--- config.mk ---
export PLATFORM = sky130hd
export DESIGN_NAME = ysyx_22050598_mc_ctrl
export DESIGN_NICKNAME = d
export VERILOG_FILES = /design/src/rtl/ysyx_22050598_mc_ctrl.sv
export SDC_FILE = /design/constraint.sdc
export NUM_CORES = 1
export LEC_CHECK = 0
export CAP_MARGIN = 10
export CORE_MARGIN = 4
export CORE_UTILIZATION = 40
export DETAILED_ROUTE_END_ITERATION = 8
export PLACE_DENSITY = 0.75
export SYNTH_ARGS = -nofsm -noshare
export SYNTH_HDL_FRONTEND = slang
export SYNTH_SLANG_ARGS = --single-unit
--- constraint.sdc ---
create_clock -name clk -period 4.1 [get_ports clk]
set_input_delay 0.41 -clock clk [delete_from_list [all_inputs] [get_ports clk]]
set_output_delay 0.41 -clock clk [all_outputs]
set_load 0.03 [all_outputs]
--- src/rtl/ysyx_22050598_mc_ctrl.sv ---
// Multi-cycle control FSM for the RV64I core: fetch/decode/execute/memory/writeback sequencing.
// Define YSYX_22050598_PERF_CNT_EN to build the cycle and retired-instruction counters.
module ysyx_22050598_mc_ctrl #(
  parameter int          CNT_W      = 64,
  parameter int unsigned IF_TIMEOUT = 255
) (
  input  logic             clk,
  input  logic             rst,
  input  logic             start,
  output logic             ifu_req_valid,
  input  logic             ifu_req_ready,
  input  logic             ifu_resp_valid,
  output logic             ir_we,
  input  logic [6:0]       opcode,
  input  logic [2:0]       funct3,
  input  logic [11:0]      funct12,
  input  logic             branch_taken,
  output logic             lsu_req_valid,
  output logic             lsu_req_we,
  input  logic             lsu_req_ready,
  input  logic             lsu_resp_valid,
  output logic             rf_we,
  output logic             pc_we,
  output logic [1:0]       pc_sel,
  output logic [1:0]       wb_sel,
  output logic             halt,
  output logic             halt_illegal,
  output logic [3:0]       state,
  output logic [CNT_W-1:0] cycle_cnt,
  output logic [CNT_W-1:0] instret_cnt
);

  typedef enum logic [3:0] {
    S_IDLE     = 4'd0,
    S_IF_REQ   = 4'd1,
    S_IF_WAIT  = 4'd2,
    S_ID       = 4'd3,
    S_EX       = 4'd4,
    S_MEM_REQ  = 4'd5,
    S_MEM_WAIT = 4'd6,
    S_WB       = 4'd7,
    S_HALT     = 4'd8
  } state_e;

  // LUI/AUIPC/ALUI/ALUR sequence identically, so they share one class.
  typedef enum logic [2:0] {
    C_ALU, C_JAL, C_JALR, C_BRANCH, C_LOAD, C_STORE, C_EBREAK, C_ILLEGAL
  } class_e;

  state_e      state_q, state_d;
  class_e      class_q, class_d;
  logic        taken_q, taken_d;
  logic [31:0] to_q, to_d;
  logic        wait_expire;

  function automatic class_e decode_class(input logic [6:0] op, input logic [2:0] f3,
                                          input logic [11:0] f12);
    case (op)
      7'b0110111, 7'b0010111, 7'b0010011,
      7'b0011011, 7'b0110011, 7'b0111011: decode_class = C_ALU;
      7'b1101111: decode_class = C_JAL;
      7'b1100111: decode_class = C_JALR;
      7'b1100011: decode_class = C_BRANCH;
      7'b0000011: decode_class = C_LOAD;
      7'b0100011: decode_class = C_STORE;
      7'b1110011: decode_class = (f3 == 3'd0 && f12 == 12'd1) ? C_EBREAK : C_ILLEGAL;
      default:    decode_class = C_ILLEGAL;
    endcase
  endfunction

  assign wait_expire = (IF_TIMEOUT != 32'd0) && ((to_q + 32'd1) == IF_TIMEOUT);

  always_comb begin
    state_d = state_q;
    class_d = class_q;
    taken_d = taken_q;
    to_d    = to_q;
    case (state_q)
      S_IDLE:    if (start) state_d = S_IF_REQ;
      S_IF_REQ:  if (ifu_req_ready) begin state_d = S_IF_WAIT; to_d = '0; end
      S_IF_WAIT: begin
        if (ifu_resp_valid) state_d = S_ID;
        else if (wait_expire) begin state_d = S_HALT; class_d = C_ILLEGAL; end
        else to_d = to_q + 32'd1;
      end
      S_ID: begin
        class_d = decode_class(opcode, funct3, funct12);
        state_d = (class_d == C_EBREAK || class_d == C_ILLEGAL) ? S_HALT : S_EX;
      end
      S_EX: begin
        taken_d = (class_q == C_BRANCH) && branch_taken;
        state_d = (class_q == C_LOAD || class_q == C_STORE) ? S_MEM_REQ : S_WB;
      end
      S_MEM_REQ: if (lsu_req_ready) begin state_d = S_MEM_WAIT; to_d = '0; end
      S_MEM_WAIT: begin
        if (lsu_resp_valid) state_d = S_WB;
        else if (wait_expire) begin state_d = S_HALT; class_d = C_ILLEGAL; end
        else to_d = to_q + 32'd1;
      end
      S_WB:   state_d = start ? S_IF_REQ : S_IDLE;
      S_HALT: state_d = S_HALT;
      default: begin state_d = S_HALT; class_d = C_ILLEGAL; end
    endcase
  end

  always_ff @(posedge clk or posedge rst) begin
    if (rst) begin
      state_q <= S_IDLE;
      class_q <= C_ALU;
      taken_q <= 1'b0;
      to_q    <= '0;
    end else begin
      state_q <= state_d;
      class_q <= class_d;
      taken_q <= taken_d;
      to_q    <= to_d;
    end
  end

  // ir_we is qualified by the response so IR captures the word while it is on the bus.
  assign ir_we = (state_q == S_IF_WAIT) && ifu_resp_valid;

  always_comb begin
    ifu_req_valid = (state_q == S_IF_REQ);
    lsu_req_valid = (state_q == S_MEM_REQ);
    lsu_req_we    = (state_q == S_MEM_REQ) && (class_q == C_STORE);
    pc_we         = (state_q == S_WB);
    rf_we         = 1'b0;
    pc_sel        = 2'b00;
    wb_sel        = 2'b00;
    if (state_q == S_WB) begin
      rf_we = (class_q != C_BRANCH) && (class_q != C_STORE);
      if (class_q == C_JAL || (class_q == C_BRANCH && taken_q)) pc_sel = 2'b01;
      else if (class_q == C_JALR)                                pc_sel = 2'b10;
      if (class_q == C_LOAD)                             wb_sel = 2'b01;
      else if (class_q == C_JAL || class_q == C_JALR)    wb_sel = 2'b10;
    end
    halt          = (state_q == S_HALT);
    halt_illegal  = (state_q == S_HALT) && (class_q != C_EBREAK);
  end

  assign state = state_q;

`ifdef YSYX_22050598_PERF_CNT_EN
  logic [CNT_W-1:0] cyc_q, inst_q;

  always_ff @(posedge clk or posedge rst) begin
    if (rst) begin
      cyc_q  <= '0;
      inst_q <= '0;
    end else begin
      if (state_q != S_IDLE && state_q != S_HALT) cyc_q <= cyc_q + CNT_W'(1);
      if (state_q == S_WB) inst_q <= inst_q + CNT_W'(1);
    end
  end

  assign cycle_cnt   = cyc_q;
  assign instret_cnt = inst_q;
`else
  assign cycle_cnt   = '0;
  assign instret_cnt = '0;
`endif

endmodule
==> flow_metrics.env <==
export IMPL_status="finished clean"
export IMPL_die_h_um=112
export IMPL_clock_path_buffers=2
export IMPL_use_met1=0.204
export IMPL_wl_um=10200
export IMPL_final_net_count=595
export IMPL_async_flop_share=1.00
export IMPL_synth_flop_cell="dfrtp_1"
export IMPL_cap_violations=0
export IMPL_crit_type="reg -> reg"
export IMPL_fp_row_count=37
export IMPL_die_w_um=112
export IMPL_synth_edf_count=0
export IMPL_post_place_ws_ns=0.761
export IMPL_max_stage_delay_ns=0.52
export IMPL_num_antenna_cells=0
export IMPL_portBuffers=45
export IMPL_synthCells=542
export IMPL_finClkSkew_ns=0.00988
export IMPL_die_area_um2=12500
export IMPL_gp_congestion=0.899
export IMPL_gr_usage_met2=0.251
export IMPL_crit_path_max_fanout=12
export IMPL_synth_avg_cell_area_um2=7.94
export IMPL_worstSetupEndpointType="register"
export IMPL_layout_setup_ws_ns=0.717
export IMPL_syn_to_final_growth_pct=2.50
export IMPL_yosysTopAreaCell="dfrtp_1"
export IMPL_hold_violations=0
export IMPL_drv_slew=0
export IMPL_slew_headroom=0.319
export IMPL_clkSlewWorstSetupHoldPaths_ns=0.09
export IMPL_drt_iter0_drc=208
export IMPL_grt_ovfl_total=0
export IMPL_cts_sinks=40
export IMPL_numCtsBuffers=5
export IMPL_drive_above_1_share=0.0691
export IMPL_antenna_left=0
export IMPL_synth_area_um2=4300
export IMPL_synth_area_leaders="dfrtp_1 (23%), buf_4 (23%), nand2_1 (3.9%)"
export IMPL_grt_pass1_wl_um=16400
export IMPL_drtPass1Iterations=5
export IMPL_ys_seq_area_frac=0.233
export IMPL_synth_top_area_frac=0.233
export IMPL_ctsRootBufferMaster="clkbuf_8"
export IMPL_placed_cell_area_um2=4320
export IMPL_period_share=0.825
export IMPL_cp_data_arrival_time_ns=3.62
export IMPL_met3_usage=0.0326
export IMPL_core_area_um2=10400
export IMPL_setup_viol=0
export IMPL_antenna_found_initial=0
export IMPL_slowest_stage="or4_1"
export IMPL_insertion_delay_ns=0.31
export IMPL_powerDensity_nw_per_um2=318
export IMPL_fill_cells=1062
export IMPL_setup_tns_ns=0
export IMPL_vias=3769
export IMPL_pin_count=174
export IMPL_leakage_nw=1.84
export IMPL_ys_seq_elements=40
export IMPL_cts_resized=0
export IMPL_tightestPinTransition_ns=1.02
export IMPL_postCtsSetupBuffers=0
export IMPL_drcViolationCount=0
export IMPL_ir_worst_vdd_mv=0.218
export IMPL_fin_crit_ns=3.38
export IMPL_min_path_type="reg -> reg"
export IMPL_yosysWarnings=0
export IMPL_crit_required_ns=4.33
export IMPL_rsz0062_at_grt="false"
export IMPL_ys_types=73
export IMPL_multi_input_area_um2=2600
export IMPL_routedWlPerCell_um=14.6
export IMPL_crit_family="simple AND/OR/NAND/NOR gates"
export IMPL_cts_tree="done"
export IMPL_worstPathCellList="ha_1 > and4_4 > nand4_1 > mux2i_1 > a2111o_1 > or4_1 > a2111o_1 > nand2_1 > buf_4 > mux2i_1"
export IMPL_path_buf_inv=1
export IMPL_htree_levels=2
export IMPL_regArea_um2=1000
export IMPL_post_drt_via_cell_ratio=5.38
export IMPL_grt_busiest_layer="met2"
export IMPL_grtUsageTotal=0.155
export IMPL_post_synth_top_count_cell="buf_4"
export IMPL_grt_pass1_vias=3340
export IMPL_holdWs_ns=0.537
export IMPL_fmax_mhz=296
export IMPL_dpl_hpwl_um=7660
export IMPL_design_area_um2=4410
export IMPL_start_util=0.413
export IMPL_startpoint_type="register"
export IMPL_ys_top_cells_by_count="buf_4 (130), nand2_1 (45), dfrtp_1 (40)"
export IMPL_cts_hold_buf=0
export IMPL_grt_max_degree=26
==> kinds of logic (layout without fill, tap and decap cells) <==
| family | Yosys count | in the layout | synth area share |
|---|---|---|---|
| AOI/OAI and AO/OA | 98 | 98 | 0.162 |
| and+or+nand+nor | 197 | 197 | 0.264 |
| xor gates and xnor gates | 12 | 12 | 0.0244 |
| DFF | 40 | 40 | 0.233 |
| adders and majority gates | 3 | 3 | 0.00814 |
| buffers and inverters | 177 | 72 | 0.274 |
| other | 1 | 128 | 0.000872 |
| muxes | 14 | 14 | 0.0335 |
==> report_power, final <==
group          switching, W  internal (W)
sequential         0.000109      0.000430
combinational      0.000396      0.000190
clock              0.000158      0.000121
==> worst paths after layout <==
| check | startpoint | endpoint | slack [ns] | depth (start not counted) |
|---|---|---|---|---|
| hold / removal | taken_q$_DFFE_PP0P_ | taken_q$_DFFE_PP0P_ | 0.54 | 1 |
| hold reg to reg | taken_q$_DFFE_PP0P_ | taken_q$_DFFE_PP0P_ | 0.54 | 1 |
| setup / recovery | to_q[0]$_DFFE_PP0P_ | to_q[19]$_DFFE_PP0P_ | 0.72 | 10 |
| min in group asynchronous | rst | to_q[3]$_DFFE_PP0P_ | 0.63 | 2 |
| setup reg to reg | to_q[0]$_DFFE_PP0P_ | to_q[19]$_DFFE_PP0P_ | 0.72 | 10 |
| max in group asynchronous | rst | to_q[22]$_DFFE_PP0P_ | 2.67 | 3 |
==> final cells by class <==
class | instances | area share
Multi-Input combinational cell | 452 | 0.589
Inverter | 12 | 0.0102
Clock inverter | 3 | 0.00539
Sequential cell | 40 | 0.227
Clock buffer | 5 | 0.0156
Timing Repair Buffer | 52 | 0.114
Tap cell | 136 | 0.0386
==> metal layers <==
metal / wire, µm / vias to the layer above
li1: - / 1743
met1: 4160 / 1794
met2: 4980 / 209
met3: 889 / 23
met4: 201 / 0
met5: 0 / -
==> placed cells by master, fill, tap and decap left out, types with 17 or more instances in the layout <==
cell type | netlist | layout
clkdlybuf4s50_1 | 0 | 45
dfrtp_1 | 40 | 40
o21ai_0 | 19 | 19
conb_1 | 1 | 128
nor3_1 | 17 | 17
nor2_1 | 24 | 24
nand3_1 | 22 | 22
o31ai_1 | 17 | 17
nand2_1 | 45 | 45
==> through the flow <==
| step | std cells | power [W] | utilization |
|---|---|---|---|
| final | 700 | 0.00140 | 0.423 |
| after detailed placement | 692 | 0.00113 | 0.414 |
| after global routing | 700 | 0.00149 | 0.423 |
| after floorplan | 669 | 0.00105 | - |
| after CTS | 700 | 0.00140 | 0.423 |
| after global placement | 692 | 0.00111 | 0.414 |
==> flip-flops by register name (all words and copies together), names as in the netlist <==
signal,cells
taken_q,1
to_q,32
state,4
class_q,3
Note: power is estimated with default switching activity, not from simulation.
